$ cat src/rtl/vga_timing_pkg.sv
// -----------------------------------------------------------------------------
// vga_timing_pkg
//
// Shared timing definitions for the VGA raster generator.
//   - Default 640x480 @ 60 Hz timing constants (pixels / lines).
//   - Helper functions that derive axis totals and sync window bounds, so the
//     top level and the axis counters agree on one definition of each.
//   - Coordinate width (10 bits) and the matching coordinate type.
// -----------------------------------------------------------------------------
package vga_timing_pkg;

  // Raster coordinates are 10-bit unsigned; any axis must fit in 0..1023.
  localparam int COORD_W         = 10;
  localparam int COORD_MAX_TOTAL = 1 << COORD_W;

  typedef logic [COORD_W-1:0] coord_t;

  // Axis total: visible + front porch + sync + back porch.
  function automatic int axis_total(input int active, input int front,
                                    input int sync, input int back);
    return active + front + sync + back;
  endfunction

  // First position inside the sync pulse.
  function automatic int sync_start(input int active, input int front);
    return active + front;
  endfunction

  // First position after the sync pulse (exclusive bound).
  function automatic int sync_end(input int active, input int front,
                                  input int sync);
    return active + front + sync;
  endfunction

  // Default horizontal timing, in pixels.
  localparam int DEF_H_ACTIVE = 640;
  localparam int DEF_H_FP     = 16;
  localparam int DEF_H_SYNC   = 96;
  localparam int DEF_H_BP     = 48;

  // Default vertical timing, in lines.
  localparam int DEF_V_ACTIVE = 480;
  localparam int DEF_V_FP     = 10;
  localparam int DEF_V_SYNC   = 2;
  localparam int DEF_V_BP     = 33;

  // Both syncs are active-low in the standard 640x480 mode.
  localparam bit DEF_HS_POL = 1'b0;
  localparam bit DEF_VS_POL = 1'b0;

  // Derived defaults (800 x 525, sync windows 656..751 and 490..491).
  localparam int DEF_H_TOTAL      = axis_total(DEF_H_ACTIVE, DEF_H_FP, DEF_H_SYNC, DEF_H_BP);
  localparam int DEF_V_TOTAL      = axis_total(DEF_V_ACTIVE, DEF_V_FP, DEF_V_SYNC, DEF_V_BP);
  localparam int DEF_H_SYNC_START = sync_start(DEF_H_ACTIVE, DEF_H_FP);
  localparam int DEF_H_SYNC_END   = sync_end(DEF_H_ACTIVE, DEF_H_FP, DEF_H_SYNC);
  localparam int DEF_V_SYNC_START = sync_start(DEF_V_ACTIVE, DEF_V_FP);
  localparam int DEF_V_SYNC_END   = sync_end(DEF_V_ACTIVE, DEF_V_FP, DEF_V_SYNC);

endpackage

$ cat src/rtl/vga_axis_counter.sv
// -----------------------------------------------------------------------------
// vga_axis_counter
//
// One raster axis (horizontal or vertical). Holds the position counter and
// decodes the sync window and visible region for the position the counter
// is about to take, so the parent can register those flags alongside the
// counter and keep every output aligned to the same pixel.
//
// Parameters:
//   ACTIVE, FRONT, SYNC, BACK - axis timing (pixels or lines)
//   POL                       - asserted level of the sync output
// Ports:
//   CLK    in   clock
//   RST    in   synchronous active-high reset (counter -> 0)
//   en     in   advance the counter this clock
//   count  out  current position (registered), 0..TOTAL-1
//   wrap   out  this clock takes the counter from TOTAL-1 back to 0
//   sync   out  sync level for the next position (POL when inside window)
//   active out  next position lies in the visible region
// -----------------------------------------------------------------------------
module vga_axis_counter
  import vga_timing_pkg::*;
#(
  parameter int ACTIVE = DEF_H_ACTIVE,
  parameter int FRONT  = DEF_H_FP,
  parameter int SYNC   = DEF_H_SYNC,
  parameter int BACK   = DEF_H_BP,
  parameter bit POL    = DEF_HS_POL
) (
  input  logic   CLK,
  input  logic   RST,
  input  logic   en,
  output coord_t count,
  output logic   wrap,
  output logic   sync,
  output logic   active
);

  localparam int     TOTAL    = axis_total(ACTIVE, FRONT, SYNC, BACK);
  localparam int     S_START  = sync_start(ACTIVE, FRONT);
  localparam int     S_END    = sync_end(ACTIVE, FRONT, SYNC);
  localparam coord_t LAST_POS = coord_t'(TOTAL - 1);

  coord_t count_next;
  int     next_pos;

  // Reset is folded into the next-state value so the decoded flags below
  // describe exactly what the counter will hold after this clock.
  always_comb begin
    // NOTE: every signal assigned here gets a default first; a path that
    // leaves one unassigned would infer a latch.
    wrap       = 1'b0;
    count_next = count;

    if (en && (count == LAST_POS)) begin
      wrap = 1'b1;
    end

    if (RST) begin
      count_next = '0;
    end else if (wrap) begin
      count_next = '0;
    end else if (en) begin
      count_next = count + coord_t'(1);
    end

    next_pos = int'(count_next);
    sync     = ((next_pos >= S_START) && (next_pos < S_END)) ? POL : ~POL;
    active   = (next_pos < ACTIVE);
  end

  // NOTE: state is updated with non-blocking assignments so every flop
  // samples the pre-edge values, independent of block ordering.
  always_ff @(posedge CLK) begin
    count <= count_next;
  end

endmodule

$ cat src/rtl/vga_sync_gen.sv
// -----------------------------------------------------------------------------
// vga_sync_gen
//
// Raster timing generator for VGA output (640x480 @ 60 Hz by default), run
// on the pixel clock. A horizontal axis counter advances every clock; its
// wrap enables the vertical axis counter, so y (and therefore VS) only
// changes on the clock where x returns to 0.
//
// HS, VS and blank are registered from the counters' next-state decode, so
// in any cycle they describe the same pixel as x/y (zero relative latency).
//
// Ports:
//   CLK   in   pixel clock
//   RST   in   synchronous active-high reset -> (0,0), syncs deasserted
//   HS    out  horizontal sync, HS_POL when asserted
//   VS    out  vertical sync, VS_POL when asserted (whole-line quantity)
//   x     out  horizontal position 0..H_TOTAL-1 (raw, not clamped)
//   y     out  vertical position 0..V_TOTAL-1 (raw, not clamped)
//   blank out  1 when (x,y) lies outside the visible area
// -----------------------------------------------------------------------------
module vga_sync_gen
  import vga_timing_pkg::*;
#(
  parameter int H_ACTIVE = DEF_H_ACTIVE,
  parameter int H_FP     = DEF_H_FP,
  parameter int H_SYNC   = DEF_H_SYNC,
  parameter int H_BP     = DEF_H_BP,
  parameter int V_ACTIVE = DEF_V_ACTIVE,
  parameter int V_FP     = DEF_V_FP,
  parameter int V_SYNC   = DEF_V_SYNC,
  parameter int V_BP     = DEF_V_BP,
  parameter bit HS_POL   = DEF_HS_POL,
  parameter bit VS_POL   = DEF_VS_POL
) (
  input  logic               CLK,
  input  logic               RST,
  output logic               HS,
  output logic               VS,
  output logic [COORD_W-1:0] x,
  output logic [COORD_W-1:0] y,
  output logic               blank
);

  localparam int H_TOTAL = axis_total(H_ACTIVE, H_FP, H_SYNC, H_BP);
  localparam int V_TOTAL = axis_total(V_ACTIVE, V_FP, V_SYNC, V_BP);

  // Counters are 10-bit; a larger raster would silently alias.
  if (H_TOTAL > COORD_MAX_TOTAL) begin : g_h_total_check
    $error("vga_sync_gen: H_TOTAL exceeds the 10-bit coordinate range");
  end
  if (V_TOTAL > COORD_MAX_TOTAL) begin : g_v_total_check
    $error("vga_sync_gen: V_TOTAL exceeds the 10-bit coordinate range");
  end

  coord_t h_count;
  coord_t v_count;
  logic   h_wrap;
  logic   v_wrap;
  logic   h_sync;
  logic   v_sync;
  logic   h_active;
  logic   v_active;

  vga_axis_counter #(
    .ACTIVE (H_ACTIVE),
    .FRONT  (H_FP),
    .SYNC   (H_SYNC),
    .BACK   (H_BP),
    .POL    (HS_POL)
  ) u_h_axis (
    .CLK    (CLK),
    .RST    (RST),
    .en     (1'b1),
    .count  (h_count),
    .wrap   (h_wrap),
    .sync   (h_sync),
    .active (h_active)
  );

  vga_axis_counter #(
    .ACTIVE (V_ACTIVE),
    .FRONT  (V_FP),
    .SYNC   (V_SYNC),
    .BACK   (V_BP),
    .POL    (VS_POL)
  ) u_v_axis (
    .CLK    (CLK),
    .RST    (RST),
    .en     (h_wrap),
    .count  (v_count),
    .wrap   (v_wrap),
    .sync   (v_sync),
    .active (v_active)
  );

  // The counters themselves are the x/y flops.
  assign x = h_count;
  assign y = v_count;

  always_ff @(posedge CLK) begin
    if (RST) begin
      HS    <= ~HS_POL;
      VS    <= ~VS_POL;
      blank <= 1'b0;
    end else begin
      HS    <= h_sync;
      VS    <= v_sync;
      blank <= ~(h_active & v_active);
    end
  end

  // The vertical axis can only wrap on a clock where the horizontal one does.
  always_ff @(posedge CLK) begin
    if (!RST) begin
      assert (!v_wrap || h_wrap);
    end
  end

endmodule

$ cat config.mk
export PLATFORM = sky130hd
export DESIGN_NAME = vga_sync_gen
export DESIGN_NICKNAME = d
export VERILOG_FILES = /design/src/rtl/vga_timing_pkg.sv /design/src/rtl/vga_axis_counter.sv /design/src/rtl/vga_sync_gen.sv
export SDC_FILE = /design/constraint.sdc
export NUM_CORES = 1
export LEC_CHECK = 0
export BUFFER_PORTS_ARGS = -buffer_cell sky130_fd_sc_hd__buf_4
export CAP_MARGIN = 20
export CORE_ASPECT_RATIO = 0.8
export CORE_MARGIN = 3
export CORE_UTILIZATION = 56
export CTS_CLUSTER_DIAMETER = 40
export DETAILED_ROUTE_END_ITERATION = 8
export PLACE_DENSITY = 0.82
export SLEW_MARGIN = 20
export SYNTH_ARGS = -nofsm -noshare
export SYNTH_HDL_FRONTEND = slang
export SYNTH_SLANG_ARGS = --single-unit
$ cat constraint.sdc
create_clock -name CLK -period 3.25 [get_ports CLK]
set_clock_uncertainty 0.05 [all_clocks]
set_input_delay 0.325 -clock CLK [delete_from_list [all_inputs] [get_ports CLK]]
set_output_delay 0.325 -clock CLK [all_outputs]
set_load 0.02 [all_outputs]
==> impl_results.md <==
* Aggregate negative setup slack at 0 ns
* Cell type with the largest total area after synthesis: dfxtp_1
* Power Internal at 0.340 mW
* Sw power at 0.105 mW
* Fraction of the cycle the final worst path needs at 0.778
* Total die area at 2650 sq um
* Last element of the critical path: blank
* Area Growth Syn to Fin at 17.9%
* Main combinational cell family by area after synthesis: simple AND/OR/NAND/NOR gates
* Area of the core at 1930 sq um
* Total of warnings raised by yosys at 0
* Switching portion of total power at 0.236
* Post-place setup slack at 0.730 ns
* Maximum fanout encountered on the critical timing path at 10
* Endpoint kind of the worst setup timing path: register
* Fraction of synthesized cell area in xor and xnor cells at 0.129
* Number of antenna violations at the first check in global routing at 0
* Leak pwr at 0.551 nW
* Filler Cell Count at 154
* Fraction of synthesis flops using an asynchronous set or reset pin at 0
* Simple-Gate Fraction of Synth Area at 0.325
* N_diodes at 0
* Share of power burned in the clock network at 0.301
* Vias at 1019
* Count of antenna-violating nets left after detailed routing at 0
* Die W at 56.8 um
* Final net count at 165
* Part of the Yosys area used for sequential elements at 0.398
* Power per standard cell area at 326 nW/um^2
* Reg2reg start: u_h_axis.count[0]
* Clock insertion delay at the later pin of the skew report at 0.32 ns
* Final worst slack at 0.721 ns
* Top cells by instance count after synthesis: nor2_1, dfxtp_1, nand2_1, nand3_1, xnor2_1
* Detailed-route vias per instance at 5.57
* Fmax at 0.395 GHz
* Comb pwr share at 0.049
* CTS root buffer: clkbuf_4
* Initial core utilization at 0.601
* Number of buffers inserted by hold repair at cts at 0
* TritonCTS clock tree: yes
* Utilization after layout at 0.708
* Routability cong. at 0.835
* Clock-pin slew of the registers on the worst-case setup and hold paths at 0.14 ns
* Pre-antenna DRT Iters at 4
* Status: finished clean
* Global-route wire length before repair at 3840 um
* Relative slew slack at 0.661
* Unrepaired setup endpoints after global routing: no
* Number of enable flip-flop cells after synthesis at 0
* Drt total wl at 2450 um
* Avg Inst Size Synth at 8.57 sq um
* Cells along the critical path: ha_1 > nand4_2 > nor3_4 > a31o_1 > nor2_2 > and4bb_1 > or3_1
* Number of nets in the synthesized netlist at 140
* Number of gates resized after CTS at 0
* Area used by multi-input combinational logic at 644 sq um
* Path category of the worst min-delay check: in2reg
* Hold Vio Cnt, Final at 0
* Worst-case register-to-register setup slack at 0.72 ns
* Largest cells by area after synthesis: dfxtp_1, nor2_1, xnor2_1
* Final HPWL DP at 1880 um
* Number of sinks driven by the clock tree at 23
* Startpoint types: register
* Max incr delay on CP at 0.41 ns
* Die boundary height at 46.7 um
* First-iteration detailed-routing DRC count at 31
* Arrival time at the worst endpoint at 2.70 ns
* Reg-to-reg critical path endpoint: blank
* Cells after Synth at 135
* DRC violation count after routing at 0
* I/O pin cnt at 25
* Register cell area after layout at 460 sq um
* Final setup violation count at 0
* Wirelength per Cell at 13.4 um
* Layout cell share with drive strength beyond 1 at 0.220
* Dominant synthesized flop cell: dfxtp_1
* Most instantiated library cell after synthesis: nor2_1
* GRT Overall Usage at 0.192
* Maximum number of pins on one net before global-route repair at 14
* Critical Setup Path Class: reg2reg
* Proportion of synthesized area in mux cells at 0.00865
* Remaining global-route overflow at 0
* Total of buffers placed on input and output ports at 24
* Post-synthesis instance area at 1160 sq um
* Number of max-slew violations in the final report at 0
* Compound-Gate Fraction of Synth Area at 0.0616
* Row Count at 14
* Post-CTS setup-driven buffer insertion count at 0
* Slew @ Worst Pin at 0.504 ns
* Flops & latches, synth at 23
* Sequential Power Share at 0.650
* Data required time at the worst endpoint at 3.42 ns
* Count of unique library cells instantiated by Yosys at 33
* H-Tree Level Count at 1
* Slowest cell on the critical path: dfxtp_1
* CTS Buf Count at 3
* Adder-cell share of the synthesized area at 0.0324
* Minimum clock period at 2.53 ns
* Proportion of netlist area held by the largest area contributor at 0.398
* Clk buf depth at 2
* Critical Path Source: u_h_axis.count[0]
* Number of max-capacitance violations reported at 0
* Worst Reg-to-Reg Cells at 7
* VDD IR-drop max at 273 uV
* Via count of the first global-routing pass at 851
cell usage in the layout (no fill, tap or decap), drive strengths merged, types with 2 or more instances in the layout:
cell,synthesis,layout
o21ai,3,3
a221oi,2,2
nand2,10,10
and4bb,2,2
nand2b,2,2
nor2,27,27
or2,2,2
nand4,3,3
nor4,3,3
nor3,4,4
and3,4,4
nand3,10,10
clkbuf,2,3
xor2,8,8
buf,2,24
inv,6,6
or3,2,2
dfxtp,23,23
xnor2,9,9
ha,3,3
through the flow:
stage          power [mW]  instance area (sq um)  hold slack, ns  std cells
4_1_cts             0.449                   1370           0.144        183
2_1_floorplan       0.310                   1160           0.347        135
6_report            0.445                   1370           0.152        183
5_1_grt             0.459                   1370           0.132        183
3_5_place_dp        0.317                   1340           0.449        179
3_3_place_gp        0.317                   1340           0.404        179
flip-flops by register name (all words and copies together), names as in the netlist:
| register | flops |
|---|---|
| u_v_axis.count | 10 |
| blank | 1 |
| u_h_axis.count | 10 |
| VS | 1 |
| HS | 1 |
cell families after synthesis:
logic type,Yosys count
buf+inv,10
xor+xnor,17
compound gates,10
simple gates,71
fa+ha+maj,3
flops,23
mux,1
layout make-up:
type / count / share of cell area
Sequential cell: 23 / 0.337
Clock inverter: 1 / 0.00367
Multi-Input combinational cell: 102 / 0.472
Timing Repair Buffer: 24 / 0.132
Inverter: 6 / 0.0165
Clock buffer: 3 / 0.0165
Tap cell: 24 / 0.0220
routing by layer:
| layer | vias to the layer above | part of all wire | global-route usage |
|---|---|---|---|
| met5 | - | 0 | 0 |
| met4 | 0 | 0.0078 | 0.0556 |
| met3 | 2 | 0.070 | 0.0560 |
| met2 | 40 | 0.44 | 0.302 |
| met1 | 464 | 0.48 | 0.258 |
| li1 | 513 | - | - |
how the worst min path moves through the flow:
| stage | endpoint | slack [ns] | cells after the start | from |
|---|---|---|---|---|
| 5_1_grt | u_h_axis.count[6] | 0.13 | 2 | RST |
| 3_3_place_gp | u_h_axis.count[0] | 0.40 | 1 | u_h_axis.count[0] |
| 3_5_place_dp | u_h_axis.count[0] | 0.45 | 1 | u_h_axis.count[0] |
| 4_1_cts | u_h_axis.count[6] | 0.14 | 2 | RST |
| 2_1_floorplan | u_h_axis.count[2] | 0.35 | 1 | RST |
| 6_report | u_h_axis.count[6] | 0.15 | 2 | RST |
power groups by stage:
stage                     combinational, mW  clock [mW]  sequential [mW]
final                                0.0219       0.134            0.289
after global placement               0.0216           0            0.295
after CTS                            0.0220       0.137            0.289
after detailed placement             0.0219           0            0.295
after global routing                 0.0238       0.146            0.290
after floorplan                      0.0111           0            0.299
critical path: cells and delay by family, from the launching register on:
family	cells	cell delay (ns)
compound gates	1	0.40
simple gates	5	1.30
fa+ha+maj	1	0.29
flops	1	0.41
(Power assumes the default switching activity.)
